[config.mk]
export PLATFORM = sky130hd
export DESIGN_NAME = store_buffer
export DESIGN_NICKNAME = d
export VERILOG_FILES = /design/src/rtl/store_buffer.sv
export SDC_FILE = /design/constraint.sdc
export NUM_CORES = 1
export LEC_CHECK = 0
export CORE_ASPECT_RATIO = 1.1
export CORE_MARGIN = 1
export CORE_UTILIZATION = 35
export CTS_BUF_LIST = sky130_fd_sc_hd__clkbuf_16
export DETAILED_ROUTE_END_ITERATION = 16
export MAX_ROUTING_LAYER = met4
export PLACE_DENSITY = 0.53
export SYNTH_ARGS = -nofsm -noshare
export SYNTH_HDL_FRONTEND = slang
export SYNTH_SLANG_ARGS = --single-unit
[constraint.sdc]
create_clock -name clk -period 4 [get_ports clk]
set_input_delay 0.4 -clock clk [delete_from_list [all_inputs] [get_ports clk]]
set_output_delay 0.4 -clock clk [all_outputs]
set_load 0.05 [all_outputs]
[src/rtl/store_buffer.sv]
// store_buffer: posted-write buffer between a CPU data port and a single-issue
// data memory. Stores are queued in a DEPTH-entry FIFO and drained in order.
// A load stalls the CPU until every earlier store has completed, then issues
// one downstream read.
//
// Optional feature macro: STORE_BUFFER_FWD_EN. When defined, a full-word load
// that hits a buffered full-word store returns the newest matching data after
// one stall cycle, without a downstream read.
//
// Ports
//   clk, rst_n                 clock, asynchronous active-low reset
//   cpu_addr/_write_data/_sign_mask/_memwrite/_memread   CPU request (held while stalled)
//   cpu_read_data, cpu_stall   load result, registered stall
//   mem_addr/_write_data/_sign_mask/_memwrite/_memread   downstream request
//   mem_read_data, mem_clk_stall                         downstream result and busy flag
module store_buffer #(
   parameter int unsigned DEPTH = 4
) (
   input  logic        clk,
   input  logic        rst_n,
   input  logic [31:0] cpu_addr,
   input  logic [31:0] cpu_write_data,
   input  logic [3:0]  cpu_sign_mask,
   input  logic        cpu_memwrite,
   input  logic        cpu_memread,
   output logic [31:0] cpu_read_data,
   output logic        cpu_stall,
   output logic [31:0] mem_addr,
   output logic [31:0] mem_write_data,
   output logic [3:0]  mem_sign_mask,
   output logic        mem_memwrite,
   output logic        mem_memread,
   input  logic [31:0] mem_read_data,
   input  logic        mem_clk_stall
);

   localparam int unsigned PW = (DEPTH > 1) ? $clog2(DEPTH) : 1;
   localparam int unsigned CW = $clog2(DEPTH + 1);

   typedef enum logic [1:0] {
      IDLE     = 2'd0,
      ISSUE_WR = 2'd1,
      ISSUE_RD = 2'd2,
      BUSY     = 2'd3
   } state_e;

   state_e state_q, state_d;

   logic [31:0]   fifo_addr_q [DEPTH];
   logic [31:0]   fifo_data_q [DEPTH];
   logic [3:0]    fifo_mask_q [DEPTH];
   logic [PW-1:0] wr_ptr_q, wr_ptr_d, rd_ptr_q, rd_ptr_d;
   logic [CW-1:0] count_q, count_d;

   logic          hold_v_q, hold_v_d;
   logic [31:0]   hold_addr_q, hold_addr_d, hold_data_q, hold_data_d;
   logic [3:0]    hold_mask_q, hold_mask_d;

   logic          ld_v_q, ld_v_d;
   logic [31:0]   ld_addr_q, ld_addr_d;
   logic [3:0]    ld_mask_q, ld_mask_d;

   logic          is_rd_q, is_rd_d;
   logic          cpu_stall_q, cpu_stall_d;
   logic [31:0]   cpu_rdata_q, cpu_rdata_d;

   logic [31:0]   mem_addr_q, mem_addr_d, mem_wdata_q, mem_wdata_d;
   logic [3:0]    mem_mask_q, mem_mask_d;
   logic          mem_we_q, mem_we_d, mem_re_q, mem_re_d;

   logic          pop, push, free, st_req, ld_req, rd_done;
   logic [31:0]   push_addr, push_data;
   logic [3:0]    push_mask;

`ifdef STORE_BUFFER_FWD_EN
   logic          fwd_v_q, fwd_v_d;
   logic [31:0]   fwd_data_q, fwd_data_d;
   logic          fwd_hit;
   logic [31:0]   fwd_word;
   logic [PW-1:0] fwd_idx;

   // Scan oldest to newest so the newest matching full-word store wins.
   always_comb begin
      fwd_hit  = 1'b0;
      fwd_word = '0;
      fwd_idx  = '0;
      for (int unsigned i = 0; i < DEPTH; i++) begin
         fwd_idx = rd_ptr_q + PW'(i);
         if ((CW'(i) < count_q) && fifo_mask_q[fwd_idx][2] &&
             (fifo_addr_q[fwd_idx][31:2] == cpu_addr[31:2])) begin
            fwd_hit  = 1'b1;
            fwd_word = fifo_data_q[fwd_idx];
         end
      end
   end
`endif

   // Request decode; a pop frees a slot in the same cycle it happens.
   assign pop     = (state_q == ISSUE_WR);
   assign free    = (count_q != CW'(DEPTH)) || pop;
   assign st_req  = !cpu_stall_q && cpu_memwrite;
   assign ld_req  = !cpu_stall_q && cpu_memread && !cpu_memwrite;
   assign rd_done = (state_q == BUSY) && is_rd_q && !mem_clk_stall;
   assign push    = free && (hold_v_q || st_req);

   assign push_addr = hold_v_q ? hold_addr_q : cpu_addr;
   assign push_data = hold_v_q ? hold_data_q : cpu_write_data;
   assign push_mask = hold_v_q ? hold_mask_q : cpu_sign_mask;

   // FIFO bookkeeping, holding register, pending load and CPU-side outputs.
   always_comb begin
      wr_ptr_d    = wr_ptr_q;
      rd_ptr_d    = rd_ptr_q;
      count_d     = count_q;
      hold_v_d    = hold_v_q;
      hold_addr_d = hold_addr_q;
      hold_data_d = hold_data_q;
      hold_mask_d = hold_mask_q;
      ld_v_d      = ld_v_q;
      ld_addr_d   = ld_addr_q;
      ld_mask_d   = ld_mask_q;
      is_rd_d     = is_rd_q;
      cpu_stall_d = cpu_stall_q;
      cpu_rdata_d = cpu_rdata_q;
`ifdef STORE_BUFFER_FWD_EN
      fwd_v_d     = 1'b0;
      fwd_data_d  = fwd_data_q;
`endif
      if (push) wr_ptr_d = wr_ptr_q + PW'(1);
      if (pop)  rd_ptr_d = rd_ptr_q + PW'(1);
      count_d = count_q + CW'(push) - CW'(pop);

      if (st_req && !free) begin
         hold_v_d    = 1'b1;
         hold_addr_d = cpu_addr;
         hold_data_d = cpu_write_data;
         hold_mask_d = cpu_sign_mask;
         cpu_stall_d = 1'b1;
      end
      if (hold_v_q && free) begin
         hold_v_d    = 1'b0;
         cpu_stall_d = 1'b0;
      end

      if (ld_req) begin
         cpu_stall_d = 1'b1;
`ifdef STORE_BUFFER_FWD_EN
         if (cpu_sign_mask[2] && fwd_hit) begin
            fwd_v_d    = 1'b1;
            fwd_data_d = fwd_word;
         end else begin
            ld_v_d    = 1'b1;
            ld_addr_d = cpu_addr;
            ld_mask_d = cpu_sign_mask;
         end
`else
         ld_v_d    = 1'b1;
         ld_addr_d = cpu_addr;
         ld_mask_d = cpu_sign_mask;
`endif
      end

`ifdef STORE_BUFFER_FWD_EN
      if (fwd_v_q) begin
         cpu_rdata_d = fwd_data_q;
         cpu_stall_d = 1'b0;
      end
`endif

      if (state_q == ISSUE_WR) is_rd_d = 1'b0;
      if (state_q == ISSUE_RD) is_rd_d = 1'b1;

      if (rd_done) begin
         ld_v_d      = 1'b0;
         cpu_rdata_d = mem_read_data;
         cpu_stall_d = 1'b0;
      end
   end

   // Downstream FSM: state register.
   always_ff @(posedge clk or negedge rst_n) begin
      if (!rst_n) state_q <= IDLE;
      else        state_q <= state_d;
   end

   // Downstream FSM: next state; buffered stores go before a pending load.
   always_comb begin
      state_d = state_q;
      case (state_q)
         IDLE: begin
            if (!mem_clk_stall) begin
               if (count_q != '0) state_d = ISSUE_WR;
               else if (ld_v_q)   state_d = ISSUE_RD;
            end
         end
         ISSUE_WR: state_d = BUSY;
         ISSUE_RD: state_d = BUSY;
         BUSY:     if (!mem_clk_stall) state_d = IDLE;
         default:  state_d = IDLE;
      endcase
   end

   // Downstream FSM: outputs, registered so strobes are high only in ISSUE states.
   always_comb begin
      mem_addr_d  = mem_addr_q;
      mem_wdata_d = mem_wdata_q;
      mem_mask_d  = mem_mask_q;
      mem_we_d    = 1'b0;
      mem_re_d    = 1'b0;
      if ((state_q == IDLE) && (state_d == ISSUE_WR)) begin
         mem_addr_d  = fifo_addr_q[rd_ptr_q];
         mem_wdata_d = fifo_data_q[rd_ptr_q];
         mem_mask_d  = fifo_mask_q[rd_ptr_q];
         mem_we_d    = 1'b1;
      end else if ((state_q == IDLE) && (state_d == ISSUE_RD)) begin
         mem_addr_d = ld_addr_q;
         mem_mask_d = ld_mask_q;
         mem_re_d   = 1'b1;
      end
   end

   // FIFO storage needs no reset; validity is carried by count_q.
   always_ff @(posedge clk) begin
      if (push) begin
         fifo_addr_q[wr_ptr_q] <= push_addr;
         fifo_data_q[wr_ptr_q] <= push_data;
         fifo_mask_q[wr_ptr_q] <= push_mask;
      end
   end

   // Control and output registers.
   always_ff @(posedge clk or negedge rst_n) begin
      if (!rst_n) begin
         wr_ptr_q    <= '0;
         rd_ptr_q    <= '0;
         count_q     <= '0;
         hold_v_q    <= 1'b0;
         hold_addr_q <= '0;
         hold_data_q <= '0;
         hold_mask_q <= '0;
         ld_v_q      <= 1'b0;
         ld_addr_q   <= '0;
         ld_mask_q   <= '0;
         is_rd_q     <= 1'b0;
         cpu_stall_q <= 1'b0;
         cpu_rdata_q <= '0;
         mem_addr_q  <= '0;
         mem_wdata_q <= '0;
         mem_mask_q  <= '0;
         mem_we_q    <= 1'b0;
         mem_re_q    <= 1'b0;
`ifdef STORE_BUFFER_FWD_EN
         fwd_v_q     <= 1'b0;
         fwd_data_q  <= '0;
`endif
      end else begin
         wr_ptr_q    <= wr_ptr_d;
         rd_ptr_q    <= rd_ptr_d;
         count_q     <= count_d;
         hold_v_q    <= hold_v_d;
         hold_addr_q <= hold_addr_d;
         hold_data_q <= hold_data_d;
         hold_mask_q <= hold_mask_d;
         ld_v_q      <= ld_v_d;
         ld_addr_q   <= ld_addr_d;
         ld_mask_q   <= ld_mask_d;
         is_rd_q     <= is_rd_d;
         cpu_stall_q <= cpu_stall_d;
         cpu_rdata_q <= cpu_rdata_d;
         mem_addr_q  <= mem_addr_d;
         mem_wdata_q <= mem_wdata_d;
         mem_mask_q  <= mem_mask_d;
         mem_we_q    <= mem_we_d;
         mem_re_q    <= mem_re_d;
`ifdef STORE_BUFFER_FWD_EN
         fwd_v_q     <= fwd_v_d;
         fwd_data_q  <= fwd_data_d;
`endif
      end
   end

   assign cpu_read_data  = cpu_rdata_q;
   assign cpu_stall      = cpu_stall_q;
   assign mem_addr       = mem_addr_q;
   assign mem_write_data = mem_wdata_q;
   assign mem_sign_mask  = mem_mask_q;
   assign mem_memwrite   = mem_we_q;
   assign mem_memread    = mem_re_q;

endmodule
==> flow_metrics.tcl <==
set metrics [dict create \
    tritoncts "built" \
    nets 1333 \
    setup_viol 0 \
    ys_ff_latch 491 \
    antenna_found_initial 2 \
    holdWs_ns 0.392 \
    final-hold-violation-count 0 \
    final_area_um2 24200 \
    ys_top_cells_by_area "edfxtp_1 42%, dfrtp_1 28%, mux2_2 16%" \
    final_util_pct 44.1 \
    hp-class "input port to async pin" \
    dp_hpwl_mm 25.0 \
    p_leak_nw 9.22 \
    fp.dieArea_um2 56800 \
    cpMostUsedCell "inv_1" \
    drt_pre_antenna_iters 4 \
    grt_max_degree 93 \
    seq_area_frac_synth_pct 69.9 \
    grt_pass1_vias 10300 \
    pwr-share-comb_pct 35.6 \
    m1WireLength_mm 18.3 \
    critical-path-max-stage-delay_ns 0.50 \
    root_buffer "clkbuf_16" \
    syn_inst 980 \
    post_cts_resized 0 \
    period_minus_slack_ns 2.88 \
    die_y_um 250 \
    syn-cell-area_um2 19500 \
    gp_routability_congestion 0.702 \
    via_count 9516 \
    drive_above_1_share_pct 38.2 \
    switchingPower_mw 6.35 \
    crit_family "adder cells" \
    rows 90 \
    placed_area_um2 22500 \
    port_buffers 207 \
    relSlewSlack_pct 35.6 \
    post_cts_buffers 0 \
    synth_largest_area_cell "edfxtp_1" \
    clock-sinks 491 \
    cts_htree_levels 2 \
    wl_per_cell_um 20.8 \
    clock_latency_ns 0.60 \
    pwr-share-clk_pct 25.1 \
    viasPerCell 4.76 \
    critPathLaunchType "flip-flop" \
    numCtsBuffers 53 \
    async_flop_share_pct 44.6 \
    path_cells "inv_1 -> ha_1 -> nor4b_4 -> nor2_1 -> inv_1 -> ha_1 -> inv_1 -> ha_1 -> inv_1 -> fa_1 -> xnor2_1 -> xnor2_1" \
    ant_nets 0 \
    grt_usage_pct 15.5 \
    crit_type "flip-flop to flip-flop" \
    end_kind "flip-flop" \
    synth_top_area_share_pct 41.8 \
    drc 0 \
    worst_slew_pin_slew_ns 0.966 \
    io_pins 208 \
    ctsLongestPathBuffers 3 \
    synth_edf_count 272 \
    grt_overflow 0 \
    drv_cap 0 \
    crit_fanout 7 \
    reg2reg_slack_ns 1.12 \
    yosysMostFrequentCell "mux2_2" \
    synth_common_cells "280 x mux2_2, 272 x edfxtp_1, 219 x dfrtp_1" \
    slew_viol_final 0 \
    avgSynthCellArea_um2 19.9 \
    die_w_um 227 \
    core_um2 55000 \
    start_util_pct 35.6 \
    fillers 4916 \
    ys.flop_type "edfxtp_1" \
    clkTransAtPathRegs_ns 0.06 \
    finalSetupTns_ns 0 \
    power_frac_seq_pct 39.3 \
    finalClockSkew_ns 0.0195 \
    slowest_stage "dfrtp_1" \
    cellPowerDensity_nw_per_um2 780 \
    wl_met3_mm 1.65 \
    finalCritPeriodShare_pct 71.9 \
    status "finished clean" \
    drt_iter0_markers 442 \
    internal-power_mw 12.6 \
    critPathArrivalTime_ns 3.35 \
    swShare_pct 33.6 \
    finalWirelength_mm 41.5 \
    grt_pass1_wl_mm 64.0 \
    fmax_mhz 348 \
    crit_required_ns 4.47 \
    crit_buf_inv 4 \
    vdd_ir_drop_max_uv 371 \
    dr.max_layer_used "met4" \
    synth_cell_types 35 \
    rsz0062_at_grt "false" \
    area_delta_synth_final_pct 24.0 \
    wl_met2_mm 20.8 \
    synth_nets 1096 \
    yosysWarnings 0 \
]
-- area by class of cell --
class,count,area [um2],area share (%)
clock inverters,44,310,1.28
diodes,2,5.00,0.0207
flip-flops and latches,491,13700,56.4
well taps,736,921,3.80
multi-input cells,430,5600,23.1
inverters,10,37.5,0.155
repair buffers,231,2320,9.58
clock buffers,55,1380,5.68
-- worst register-to-register path: stages (launching register included) --
cell	delay, ns
dfrtp_1	0.50
inv_1	0.13
ha_1	0.28
nor4b_4	0.39
nor2_1	0.22
inv_1	0.10
ha_1	0.22
inv_1	0.06
ha_1	0.13
inv_1	0.05
fa_1	0.40
xnor2_1	0.15
xnor2_1	0.13
-- sequential cells by signal (all words and copies together) (netlist names) --
register / count
fifo_mask_q: 16
hold_data_q: 32
cpu_stall: 1
ld_v_q: 1
hold_v_q: 1
hold_mask_q: 4
fifo_data_q: 128
is_rd_q: 1
mem_sign_mask: 4
ld_addr_q: 32
mem_memwrite: 1
rd_ptr_q: 2
count_q: 3
wr_ptr_q: 2
mem_memread: 1
cpu_read_data: 32
mem_write_data: 32
mem_addr: 32
fifo_addr_q: 128
state_q: 2
hold_addr_q: 32
ld_mask_q: 4
-- placed cells by master (no fill, tap or decap), types with 11 or more instances in the layout --
cell,netlist,layout
mux2_2,280,280
edfxtp_1,272,272
dfrtp_1,219,216
clkdlybuf4s50_1,0,206
mux4_2,68,68
clkbuf_16,0,55
inv_1,10,32
mux2_4,29,29
buf_4,5,18
clkinv_1,0,11
-- power groups by stage --
stage / logic (mW) / registers, mW / clock network [mW]
2_1_floorplan: 3.23 / 8.99 / 0
3_3_place_gp: 6.80 / 7.54 / 0
3_5_place_dp: 6.83 / 7.58 / 0
4_1_cts: 6.86 / 7.48 / 4.91
5_1_grt: 7.13 / 7.62 / 5.10
6_report: 6.72 / 7.44 / 4.75
-- final timing paths --
| path | depth (start not counted) | end | start |
|---|---|---|---|
| max in group asynchronous | 3 | hold_data_q[22]$_DFFE_PN0P_ | rst_n |
| min reg2reg | 1 | mem_addr[18]$_DFFE_PN0P_ | mem_addr[18]$_DFFE_PN0P_ |
| max reg2reg | 12 | count_q[2]$_DFF_PN0_ | state_q[1]$_DFF_PN0_ |
| min | 2 | hold_data_q[18]$_DFFE_PN0P_ | rst_n |
| max | 12 | count_q[2]$_DFF_PN0_ | state_q[1]$_DFF_PN0_ |
| min in group clk | 2 | cpu_read_data[23]$_DFFE_PN0P_ | mem_read_data[23] |
-- logic make-up after synthesis --
family	synth area share [%]
flops	69.9
mux	26.3
compound gates	0.468
simple gates	0.768
xor+xnor	0.269
fa+ha+maj	0.743
buf+inv	1.59
-- routing by layer --
metal,vias to the layer above,GRT usage [%]
li1,4275,-
met1,5007,19.8
met2,172,25.3
met3,62,2.68
met4,0,4.81
met5,-,-
-- stage by stage --
step                cells  power [mW]  setup WS [ns]
floorplan             980        12.2          0.730
global placement     1897        14.3          0.899
detailed placement   1897        14.4          0.886
CTS                  1997        19.2           1.13
global route         1999        19.8          0.858
finish               1999        18.9           1.12
-- repair_timing --
item	4_1_cts	5_1_grt
setup endpoints to repair	0	0
hold endpoints to repair	89	0
hold buffers	1	0
No activity file was read; power rests on OpenSTA's default activity.
==> patch (same flow settings) <==
Build with the macro `STORE_BUFFER_FWD_EN` defined.
--- a/src/rtl/store_buffer.sv
+++ b/src/rtl/store_buffer.sv
@@ -15,2 +15,4 @@
 //   mem_read_data, mem_clk_stall                         downstream result and busy flag
+`define STORE_BUFFER_FWD_EN
+
 module store_buffer #(
Behaviour: not the same (Yosys sat finds a counterexample within 4 cycles, from zero or initial values and one cycle with rst_n low).
==> patch against the unedited design <==
  * Die area grew 47%
  * Clock power is 15% higher
  * Sequential cell count rose by 33
  * Worst setup slack worse by 0.91 ns
  * Design area grew 43%
  * Critical path type unchanged
  * Area after synthesis rose by 48%
  * First-iteration DRC count rose to 3.6 times the old value
  * Total power is 30% higher
  * Wire length rose by 130%
==> patch: results (changes against the unedited design) <==
place:
  globalplace.congestion: 0.9333  # +33%
  post-dp-hpwl_um: 65310  # +160%
  placedInstanceArea_um2: 32680  # +45%
power_and_ir_drop:
  static-leakage-power_nw: 13.74  # +49%
  sequentialPower_mw: 7.72  # +3.8%
  vdd_ir_drop_max_uv: 527.8  # +42%
  comb_power_mw: 11.5  # +71%
  internal_power_mw: 14.66  # +17%
floorplan:
  die_area_um2: 83610  # +47%
finish:
  nFillCells: 7647  # +56%
  final.clkbuf_count: 61  # +11%
  drive_gt1_frac: 0.1947  # -0.1875
  non_clock_buffer_count: 347  # +50%
  n_all_inverters: 44  # +34
  nNetsFinal: 2723  # +100%
  seq_share: 0.4182  # -0.1454
  multiInputCombCellCount: 1629  # +280%
  clkCellAreaFrac: 0.05616  # -0.01343
  multi_input_area_um2: 13180  # +140%
  bufAreaShareNonClock: 0.1016  # +0.005745
  n_sequential_cell: 524  # +6.7%
routing:
  route.layer.met1.wl_um: 41050  # +120%
  number_of_design_rule_violations_left_by_the_first_detailed_router_iteration: 1606  # +260%
  routed-wl-met3_um: 4776  # +190%
  wire_per_inst_um: 25.81  # +24%
  drt-pass1-iter-count: 7  # +3
  met2_routed_wl_um: 47940  # +130%
  vias: 20729  # +120%
clocking:
  cts_repair_resize_count: 0  # unchanged
  clock_insertion_delay_worst_skew_ns: 0.65  # +0.05 ns
  cts_made_buffers: 59  # +11%
  clock_transition_at_the_registers_of_the_reported_paths_ns: 0.07
synthesis:
  synthArstFlopShare: 0.4809  # +0.03489
  synth.distinct_cells: 79  # +130%
  cell_types_occupying_the_most_area_after_synthesis: "edfxtp_1, dfrtp_1, mux2i_1, mux2_2, mux4_2"
  synthTopCellsByCount: "mux2i_1, edfxtp_1, dfrtp_1, nand2_1, mux2_2"
  synth_sequential_area_ratio: 0.5015  # -0.1970
  synth_fp_nets: 2521  # +130%
  top_flip_flop_cell_by_instance_count_after_synthesis: "edfxtp_1"
global_route:
  grt_use_met1: 0.2947  # +0.09716
  gr-usage-met2: 0.3980  # +0.1454
  grt_pass1_wl_um: 140700  # +120%
  grt_max_degree: 135  # +45%
  grtUsageTotal: 0.2344  # +0.07898
  grt.met3_usage: 0.03070  # +0.003853
worst_setup_path:
  critical_path_arrival_ns: 4.29  # +0.94 ns
  critical_path.slowest_cell: "dfrtp_4"
  critical-path-top-delay-family: "buffers and inverters"
  timing.critical_path.fanout_max: 37  # +30
  crit_path_max_incr_delay_ns: 0.48  # -0.02 ns
sta:
  tightestPinTransition_ns: 1.036  # +0.06940 ns
  timing.clock.skew_ns: 0.02926  # +0.009735 ns
status:
  outcome: "finished, final reports clean"
hold_path:
  hold_path_class: "primary input to flip-flop"
patch: cell types whose count changed in the layout (fill, tap and decap cells not counted), sizes merged, moves of 57 or more:
cell    change
a311oi     +57
o21ai     +120
buf       +116
a21oi     +103
mux2      -105
mux2i     +318
nor2      +102
xnor2      +90
nand2     +179
patch: metrics by stage:
| step | power (mW) | std cells | hold slack (ns) | setup WS [ns] | utilization |
|---|---|---|---|---|---|
| final | 24.63 | 3721 | 0.3430 | 0.2147 | 0.4237 |
| after global routing | 25.83 | 3721 | 0.3262 | 0.1024 | 0.4237 |
| after CTS | 24.83 | 3719 | 0.3111 | 0.1609 | 0.4237 |
| after detailed placement | 19.31 | 3607 | 0.4714 | 0.2001 | 0.3998 |
| after global placement | 19.15 | 3607 | 0.4669 | 0.2199 | 0.3998 |
| after floorplan | 15.41 | 2403 | 0.1044 | 0.6410 | - |
patch: worst paths after layout:
check                      cells past startpoint        startpoint                end  slack [ns]
hold reg to reg                                2   hold_addr_q[14]    hold_addr_q[14]        0.48
min in group asynchronous                      2             rst_n  cpu_read_data[29]        0.41
setup / recovery                              14       rd_ptr_q[1]      ld_addr_q[20]        0.21
setup reg to reg                              14       rd_ptr_q[1]      ld_addr_q[20]        0.21
hold / removal                                 3  mem_read_data[5]   cpu_read_data[5]        0.34
max in group asynchronous                      3             rst_n     hold_addr_q[3]        2.48
patch: worst min-delay path: stages:
cell and delay (ns):
clkdlybuf4s50_1 0.40, nor2_1 0.10, a21oi_1 0.04
patch: logic make-up after synthesis:
group | after synthesis | share of synthesized area
AND/OR/NAND/NOR | 522 | 0.09611
multiplexers | 562 | 0.2253
buffers and inverters | 250 | 0.04422
adder cells (fa/ha/maj) | 13 | 0.005896
flip-flops | 524 | 0.5015
AO/OA/AOI/OAI | 409 | 0.08965
XOR/XNOR | 123 | 0.03733
